[src/rtl/seq_signed_mult_ctrl.sv]
// seq_signed_mult_ctrl
//   Sequencing controller and datapath for a sequential signed multiplier.
//   Two N-bit two's-complement operands are captured on a start/in_ready
//   handshake. A radix-2 Booth add/subtract-shift loop then runs for exactly
//   N iterations. The 2N-bit signed product is registered and flagged with a
//   one-cycle done pulse.
//
// Ports
//   clk           system clock, rising edge
//   reset         asynchronous, active-high reset
//   start         begin a multiply (sampled only while in_ready=1)
//   multiplicand  signed operand M (N bits)
//   multiplier    signed operand Q (N bits)
//   in_ready      high in IDLE; start & in_ready at an edge accepts operands
//   busy          high while the Booth loop is running
//   done          one-cycle pulse; product is valid in this cycle
//   product       signed 2N-bit result; held until the next operation completes
module seq_signed_mult_ctrl #(
  parameter int N  = 8,
  parameter int CW = $clog2(N+1)
) (
  input  logic           clk,
  input  logic           reset,
  input  logic           start,
  input  logic [N-1:0]   multiplicand,
  input  logic [N-1:0]   multiplier,
  output logic           in_ready,
  output logic           busy,
  output logic           done,
  output logic [2*N-1:0] product
);

  typedef enum logic [1:0] {IDLE, RUN, DONE} state_t;

  state_t state, state_nxt;

  // A carries one extra bit so that subtracting M = -2^(N-1) cannot overflow
  logic signed [N:0]     a_r;
  logic        [N-1:0]   q_r;
  logic                  q_m1_r;
  logic signed [N-1:0]   m_r;
  logic        [CW-1:0]  count_r;
  logic signed [2*N-1:0] product_r;

  logic signed [N:0]     a_nxt;
  logic        [N-1:0]   q_nxt;
  logic                  q_m1_nxt;
  logic                  last_step;

  // One Booth iteration: add/subtract M according to {Q[0], q_m1}, then
  // arithmetic right shift of {A', Q, q_m1}. The returned vector is the
  // shifted {A, Q, q_m1}; the old q_m1 falls off the bottom.
  function automatic logic [2*N+1:0] booth_step(
    input logic signed [N:0]   a,
    input logic        [N-1:0] q,
    input logic                qm1,
    input logic signed [N-1:0] m
  );
    logic signed [N:0] m_ext;
    logic signed [N:0] a_sum;
    m_ext = {m[N-1], m};
    case ({q[0], qm1})
      2'b01:   a_sum = a + m_ext;
      2'b10:   a_sum = a - m_ext;
      default: a_sum = a;
    endcase
    return {a_sum[N], a_sum, q};
  endfunction

  always_comb begin
    {a_nxt, q_nxt, q_m1_nxt} = booth_step(a_r, q_r, q_m1_r, m_r);
  end

  assign last_step = (count_r == CW'(N-1));

  // ---- control: state register ----
  always_ff @(posedge clk or posedge reset) begin
    if (reset) state <= IDLE;
    else       state <= state_nxt;
  end

  // ---- control: next state and handshake outputs ----
  always_comb begin
    state_nxt = state;
    in_ready  = 1'b0;
    busy      = 1'b0;
    done      = 1'b0;
    case (state)
      IDLE: begin
        in_ready = 1'b1;
        if (start) state_nxt = RUN;
      end
      RUN: begin
        busy = 1'b1;
        if (last_step) state_nxt = DONE;
      end
      DONE: begin
        done      = 1'b1;
        state_nxt = IDLE;
      end
      default: state_nxt = IDLE;
    endcase
  end

  // ---- datapath: operand capture, Booth iterations, result register ----
  always_ff @(posedge clk or posedge reset) begin
    if (reset) begin
      a_r       <= '0;
      q_r       <= '0;
      q_m1_r    <= 1'b0;
      m_r       <= '0;
      count_r   <= '0;
      product_r <= '0;
    end else begin
      case (state)
        IDLE: begin
          if (start) begin
            m_r     <= multiplicand;
            q_r     <= multiplier;
            a_r     <= '0;
            q_m1_r  <= 1'b0;
            count_r <= '0;
          end
        end
        RUN: begin
          a_r     <= a_nxt;
          q_r     <= q_nxt;
          q_m1_r  <= q_m1_nxt;
          count_r <= count_r + CW'(1);
          // The Nth shift leaves the full product in {A[N-1:0], Q}
          if (last_step) product_r <= {a_nxt[N-1:0], q_nxt};
        end
        default: ;
      endcase
    end
  end

  assign product = product_r;

endmodule

[config.mk]
export PLATFORM = sky130hd
export DESIGN_NAME = seq_signed_mult_ctrl
export DESIGN_NICKNAME = d
export VERILOG_FILES = /design/src/rtl/seq_signed_mult_ctrl.sv
export SDC_FILE = /design/constraint.sdc
export NUM_CORES = 1
export LEC_CHECK = 0
export BUFFER_PORTS_ARGS = -buffer_cell sky130_fd_sc_hd__buf_4
export CAP_MARGIN = 30
export CORE_UTILIZATION = 35
export DETAILED_ROUTE_END_ITERATION = 10
export GPL_TIMING_DRIVEN = 0
export PLACE_DENSITY_LB_ADDON = 0.25
export SLEW_MARGIN = 10
export SYNTH_ARGS = -nofsm -noshare
export SYNTH_HDL_FRONTEND = slang
export SYNTH_SLANG_ARGS = --single-unit
[constraint.sdc]
create_clock -name clk -period 3.4 [get_ports clk]
set_input_delay 0.68 -clock clk [delete_from_list [all_inputs] [get_ports clk]]
set_output_delay 0.68 -clock clk [all_outputs]
set_load 0.02 [all_outputs]
==> summary.txt, run 1 <==
Outcome
  – Status: completed

Yosys
  – Post-synth cell types: 38
  – Post-synth top area cell: dfrtp_1
  – Prevailing post-synth register cell: dfrtp_1
  – Asr flop ratio synth: between 90% and 100%
  – Mapped Cells: 259
  – Mapped cell area: 2472 um2
  – Syn_area_per_cell: approximately 9.5 um2
  – #FFs+latches synth: between 40 and 50
  – YS warnings: 0
  – Area contributors post-synth: dfrtp_1 48%, nand2_1 6.2%, ha_1 5.6%
  – Synth top area share: 47.57%
  – Syn nets: 290
  – Post-synth EDFFs: 0
  – Sequential area share after synthesis: 47.57%

Routing
  – WL final: roughly 5200 um
  – Via Count: 1,977
  – DR DRC count: 0
  – Routed wire per std cell: 12.99 um
  – Vias/cell: 4.930
  – 1st-iter DRT viols: 77
  – Antenna viol nets, final: 0
  – First-pass detailed-route iteration total: 4

Layout
  – Nets: about 340
  – Final design utilization: 43.90%
  – Final instance area: 2983 um2
  – Diodes inserted: 0
  – Share of layout cells above drive strength 1: 20.00%
  – Area growth, synth to finish: 20.65%
  – Number of fill cells in the layout: 656

Global routing
  – Gr ovfl total: 0
  – First-pass GRT wire length: 8928 um
  – Vias in the first global route: around 1,900
  – Initial antenna violation count: 0
  – Tot GR Track Use: 15.49%
  – Pin count of the biggest net entering global routing: 29

Critical path
  – R2R cell count: 12
  – Crit-path max FO: 8
  – Setup CP Type: register to register
  – Arrival time worst endpoint: 3.13 ns
  – FF-to-FF Start: q_m1_r$_DFFE_PP0P_
  – Slowest-stage cell, CP: a2111oi_0
  – Critical Path End Type: register
  – Worst setup SP type: register
  – Crit path largest cell delay: 0.57 ns
  – R2R Path End: a_r[4]$_DFFE_PP0P_
  – CP delay by family, top: compound AO/OA/AOI/OAI gates
  – CP Cell Sequence: inv_1 -> ha_1 -> clkbuf_1 -> mux2_2 -> inv_1 -> ha_1 -> nor2b_1 -> o21a_1 -> o21ai_1 -> nor4b_1 -> a2111oi_0 -> o21ai_0
  – Worst reg2reg setup slack: 0.43 ns
  – Worst Path Buf+Inv: 3
  – CP Data Required Time: roughly 3.6 ns

CTS
  – Hold-fix buffers at CTS: 0
  – Setup Buffers After CTS: 0
  – Clock buffer depth: 2
  – CTS tree: done
  – Reg clk slew, reported paths: 0.09 ns
  – CTS Sinks: 47
  – CTS buffer count: 5
  – Post-CTS Resized: 0
  – CTS root buffer: clkbuf_8
  – Htree depth: 2
  – Clk_lat worst skew: 0.31 ns

Floorplanning
  – Initial Util: 36.39%
  – Die X-Extent: 86.05 um
  – Die height: 86.05 um
  – IO Pins: 38
  – Rows: 30
  – DIE AREA: 7404 um2
  – Core area: 6794 um2

STA
  – Final setup vio count: 0
  – RSZ-0062 raised after global routing: no
  – Tmin final: 2.967 ns
  – Slew Limit Fails: 0
  – Measured slew at the worst slew-check pin: 0.6318 ns
  – Period utilisation layout: 87.26%
  – Relative slew margins: 56.79%
  – Sum of negative setup slack: 0 ns
  – Layout Skew: slightly below 0.01 ns
  – Final hold violation count: 0
  – Fmax: 0.3370 GHz

Placed design
  – Placed cell area: 2898 um2
  – GPL Wtd Cong: 0.8229
  – Dpl hpwl: about 4000 um
  – PortBufs: 37

Worst hold path
  – HP Class: input pin to async pin

Run
  – Max-cap violations: 0
==> cell families after synthesis <==
| group | synth area share, % |
|---|---|
| compound gates | 12.50 |
| simple gates | 17.81 |
| mux | 7.439 |
| buf+inv | 3.694 |
| xor+xnor | 4.605 |
| flops | 47.57 |
| fa+ha+maj | 6.376 |
==> through the flow <==
step | hold slack (ns) | setup slack (ns) | cells
3_3_place_gp | 0.4635 | 0.4814 | 392
2_1_floorplan | 0.4497 | 0.8199 | 259
4_1_cts | 0.4774 | 0.4341 | 401
6_report | 0.4489 | 0.4330 | 401
3_5_place_dp | 0.4647 | 0.4251 | 393
5_1_grt | 0.4993 | 0.1792 | 401
==> cell usage after synthesis, drive strengths merged (2+ instances only) <==
cell,number
dfrtp,47
nand2,41
nor2,25
o21ai,23
nand3,12
ha,11
mux2,11
a21oi,10
clkbuf,10
xnor2,10
inv,9
o22ai,8
mux2i,6
nand2b,3
nor2b,3
nor3,3
xor2,3
a31oi,2
buf,2
clkinv,2
nor4b,2
o211ai,2
o21a,2
==> sequential cells by signal, summed over array words and instances (netlist names) <==
register  cells
product      16
state         2
q_m1_r        1
m_r           8
q_r           8
count_r       4
a_r           8
==> routing by layer <==
metal  wire [um]  track usage [%]  up-vias
met5           0                0        -
met4          79            6.212        0
met3         157            2.984        6
met2        2439            25.40       34
met1        2531            20.11      948
li1            -                -      989
==> how the worst max path moves through the flow <==
stage | start | end | slack, ns | depth (start not counted)
2_1_floorplan | q_m1_r$_DFFE_PP0P_ | product[15]$_DFFE_PP0P_ | 0.82 | 11
3_3_place_gp | q_m1_r$_DFFE_PP0P_ | product[12]$_DFFE_PP0P_ | 0.48 | 12
3_5_place_dp | q_m1_r$_DFFE_PP0P_ | a_r[4]$_DFFE_PP0P_ | 0.43 | 12
4_1_cts | q_m1_r$_DFFE_PP0P_ | product[12]$_DFFE_PP0P_ | 0.43 | 12
5_1_grt | q_m1_r$_DFFE_PP0P_ | product[12]$_DFFE_PP0P_ | 0.18 | 12
6_report | q_m1_r$_DFFE_PP0P_ | a_r[4]$_DFFE_PP0P_ | 0.43 | 12
==> worst reg2reg max path: cells and delay by family, from the launching register on <==
family | cells | cell delay [ns]
AO/OA/AOI/OAI | 4 | 1.09
adder cells (fa/ha/maj) | 2 | 0.34
buffers and inverters | 3 | 0.40
flip-flops | 1 | 0.38
multiplexers | 1 | 0.42
AND/OR/NAND/NOR | 2 | 0.21
==> area by class of cell <==
type / instances / area, um2 / area share, %
multi-input combinational: 189 / 1205 / 40.39
sequential: 47 / 1176 / 39.43
timing repair buffer: 38 / 305.3 / 10.23
tap: 96 / 120.1 / 4.027
clock buffer: 6 / 72.57 / 2.433
buffer: 12 / 50.05 / 1.678
inverter: 11 / 41.29 / 1.384
clock inverter: 2 / 12.51 / 0.4195
==> cells in the final DEF, fill, tap and decap left out, types with 3 or more instances in the layout <==
master / instances
nor2_1: 25
nand2_1: 41
nand3_1: 12
nor2b_1: 3
buf_4: 38
xnor2_1: 10
o21ai_0: 21
nor3_1: 3
mux2_2: 11
o22ai_1: 7
xor2_1: 3
dfrtp_1: 47
inv_1: 8
clkbuf_8: 5
mux2i_1: 6
ha_1: 11
nand2b_1: 3
a21oi_1: 10
clkbuf_1: 11
Power of run 1 is left out: the tool's default activity adds up to more than one toggle a clock period on the data nets, which glitch-free logic cannot reach.
==> inputs of run 2 (changes only) <==
--- a/config.mk
+++ b/config.mk
@@ -7,10 +7,11 @@
 export LEC_CHECK = 0
 export BUFFER_PORTS_ARGS = -buffer_cell sky130_fd_sc_hd__buf_4
 export CAP_MARGIN = 30
-export CORE_UTILIZATION = 35
+export CORE_UTILIZATION = 50
 export DETAILED_ROUTE_END_ITERATION = 10
 export GPL_TIMING_DRIVEN = 0
 export PLACE_DENSITY_LB_ADDON = 0.25
+export SKIP_CTS_REPAIR_TIMING = 1
 export SLEW_MARGIN = 10
 export SYNTH_ARGS = -nofsm -noshare
 export SYNTH_HDL_FRONTEND = slang
==> run 2 against run 1 <==
Routed wire length down 2.5%. Fmax is 1.1% lower. Highest routed layer unchanged. Utilization increased by 18 points. Clock skew down 0.0031 ns. Sequential share of layout area is 0.40 points higher. Die area is 29% lower. Critical path depth did not move.
==> summary.txt, run 2 (same netlist as run 1, synthesis figures left out) <==
Layout
  – Share of layout cells above drive strength 1: 20.33% (+0.33 points)
  – Number of fill cells in the layout: 424 (-35%)
  – Diodes inserted: 0 (unchanged)
  – Area growth, synth to finish: 19.43%
  – Most common cell after layout, fill and taps aside: dfrtp_1
  – Most frequent cells in the layout: 47 x dfrtp_1, 41 x nand2_1, 38 x buf_4
  – Nets: 335 (unchanged)
  – Final instance area: 2953 um2 (-1.0%)
  – Non-Filler Instances: 372 (-7.2%)
  – Final design utilization: 62.11% (+18 points)
  – Max reg flops: 16 (unchanged)

STA
  – Period utilisation layout: 88.19% (+0.93 points)
  – Fmax: 0.3335 GHz (-1.1%)
  – Relative slew margins: 58.48% (+1.7 points)
  – Final setup vio count: 0 (unchanged)
  – Measured slew at the worst slew-check pin: 0.6071 ns (-0.02474 ns)
  – Slew Limit Fails: 0 (unchanged)
  – Tmin final: 2.998 ns (+0.03154 ns)
  – Layout Skew: 0.006826 ns (-0.003063 ns)
  – Final hold violation count: 0 (unchanged)
  – Sum of negative setup slack: 0 ns (unchanged)
  – RSZ-0062 raised after global routing: no

Routing
  – DR DRC count: 0 (unchanged)
  – WL final: 5080 um (-2.5%)
  – 1st-iter DRT viols: 100 (+30%)
  – Routed wire per std cell: 13.66 um (+5.1%)
  – First-pass detailed-route iteration total: 4 (unchanged)
  – Antenna viol nets, final: 0 (unchanged)
  – Vias/cell: 5.237 (+6.2%)
  – Via Count: 1,948 (-1.5%)

CTS
  – CTS buffer count: 5 (unchanged)
  – CTS Sinks: 47 (unchanged)
  – Reg clk slew, reported paths: 0.09 ns (about the same)
  – Htree depth: 2 (unchanged)
  – Clk_lat worst skew: 0.30 ns (about the same)
  – CTS tree: done
  – Clock buffer depth: 2 (unchanged)
  – CTS root buffer: clkbuf_8

Global routing
  – First-pass GRT wire length: 8728 um (-2.2%)
  – Pin count of the biggest net entering global routing: 39 (+34%)
  – Gr ovfl total: 0 (unchanged)
  – Initial antenna violation count: 0 (unchanged)
  – Vias in the first global route: 1,859 (-1.6%)
  – Tot GR Track Use: 21.57% (+6.1 points)

Critical path
  – Setup CP Type: register to register
  – Critical Path End Type: register
  – FF-to-FF Start: q_m1_r$_DFFE_PP0P_
  – Worst reg2reg setup slack: 0.40 ns (-0.03 ns)
  – Crit-path max FO: 8 (unchanged)
  – Worst setup SP type: register
  – CP Data Required Time: 3.56 ns (about the same)
  – CP startpoint: q_m1_r$_DFFE_PP0P_
  – CP endpoint: a_r[4]$_DFFE_PP0P_
  – Arrival time worst endpoint: 3.16 ns (+0.03 ns)
  – R2R Path End: a_r[4]$_DFFE_PP0P_
  – R2R cell count: 12 (unchanged)

Floorplanning
  – Initial Util: 52.00% (+16 points)
  – Rows: 25 (-17%)
  – DIE AREA: 5230 um2 (-29%)
  – Die height: 72.32 um (-16%)
  – IO Pins: 38 (unchanged)
  – Die X-Extent: 72.32 um (-16%)
  – Core area: 4755 um2 (-30%)

Placed design
  – Inst Count DP: 364 (-7.4%)
  – Placed cell area: 2854 um2 (-1.5%)
  – PortBufs: 37 (unchanged)
  – GPL Wtd Cong: 0.8637 (+5.0%)
  – Dpl hpwl: 3788 um (-3.6%)

Outcome
  – Status: completed

Run
  – Max-cap violations: 0 (unchanged)

Worst hold path
  – HP Class: input pin to async pin
## run 2: final cells by class
cell class	count	area, um2	area share, %
Inverter	11	41.29	1.398
Tap cell	67	83.83	2.839
Multi-Input combinational cell	189	1205	40.81
Timing Repair Buffer	38	297.8	10.08
Sequential cell	47	1176	39.83
Clock buffer	6	82.58	2.797
Buffer	12	50.05	1.695
Clock inverter	2	16.27	0.5508
## run 2: worst min path at each step
stage	from	endpoint	slack, ns	depth (start not counted)
after floorplan	count_r[3]$_DFFE_PP0P_	count_r[3]$_DFFE_PP0P_	0.45	1
after global placement	product[3]$_DFFE_PP0P_	product[3]$_DFFE_PP0P_	0.46	2
after detailed placement	product[3]$_DFFE_PP0P_	product[3]$_DFFE_PP0P_	0.46	2
after CTS	reset	product[3]$_DFFE_PP0P_	0.29	2
after global routing	reset	product[3]$_DFFE_PP0P_	0.30	2
final	reset	product[3]$_DFFE_PP0P_	0.28	2
## run 2: metal layers
metal,GRT usage (%),up-vias,part of all wire [%]
met2,34.79,34,48
met1,29.72,927,48
met3,4.167,6,3.4
li1,-,981,-
met4,6.100,0,1.1
met5,0,-,0
## run 2: per-stage QoR
step,setup slack (ns),hold WS [ns]
final,0.4015,0.2836
after global placement,0.4912,0.4587
after floorplan,0.8199,0.4497
after global routing,0.2254,0.2980
after detailed placement,0.4279,0.4649
after CTS,0.4056,0.2884
## run 2: critical path: stages, from the launching register on
cell and delay, ns:
dfrtp_1 0.38, inv_1 0.05, ha_1 0.12, clkbuf_1 0.29, mux2_2 0.42, inv_1 0.07
ha_1 0.22, nor2b_1 0.13, o21a_1 0.18, o21ai_1 0.19, nor4b_1 0.08, a2111oi_0 0.56
o21ai_0 0.16
Power of run 2 is left out for the same reason.
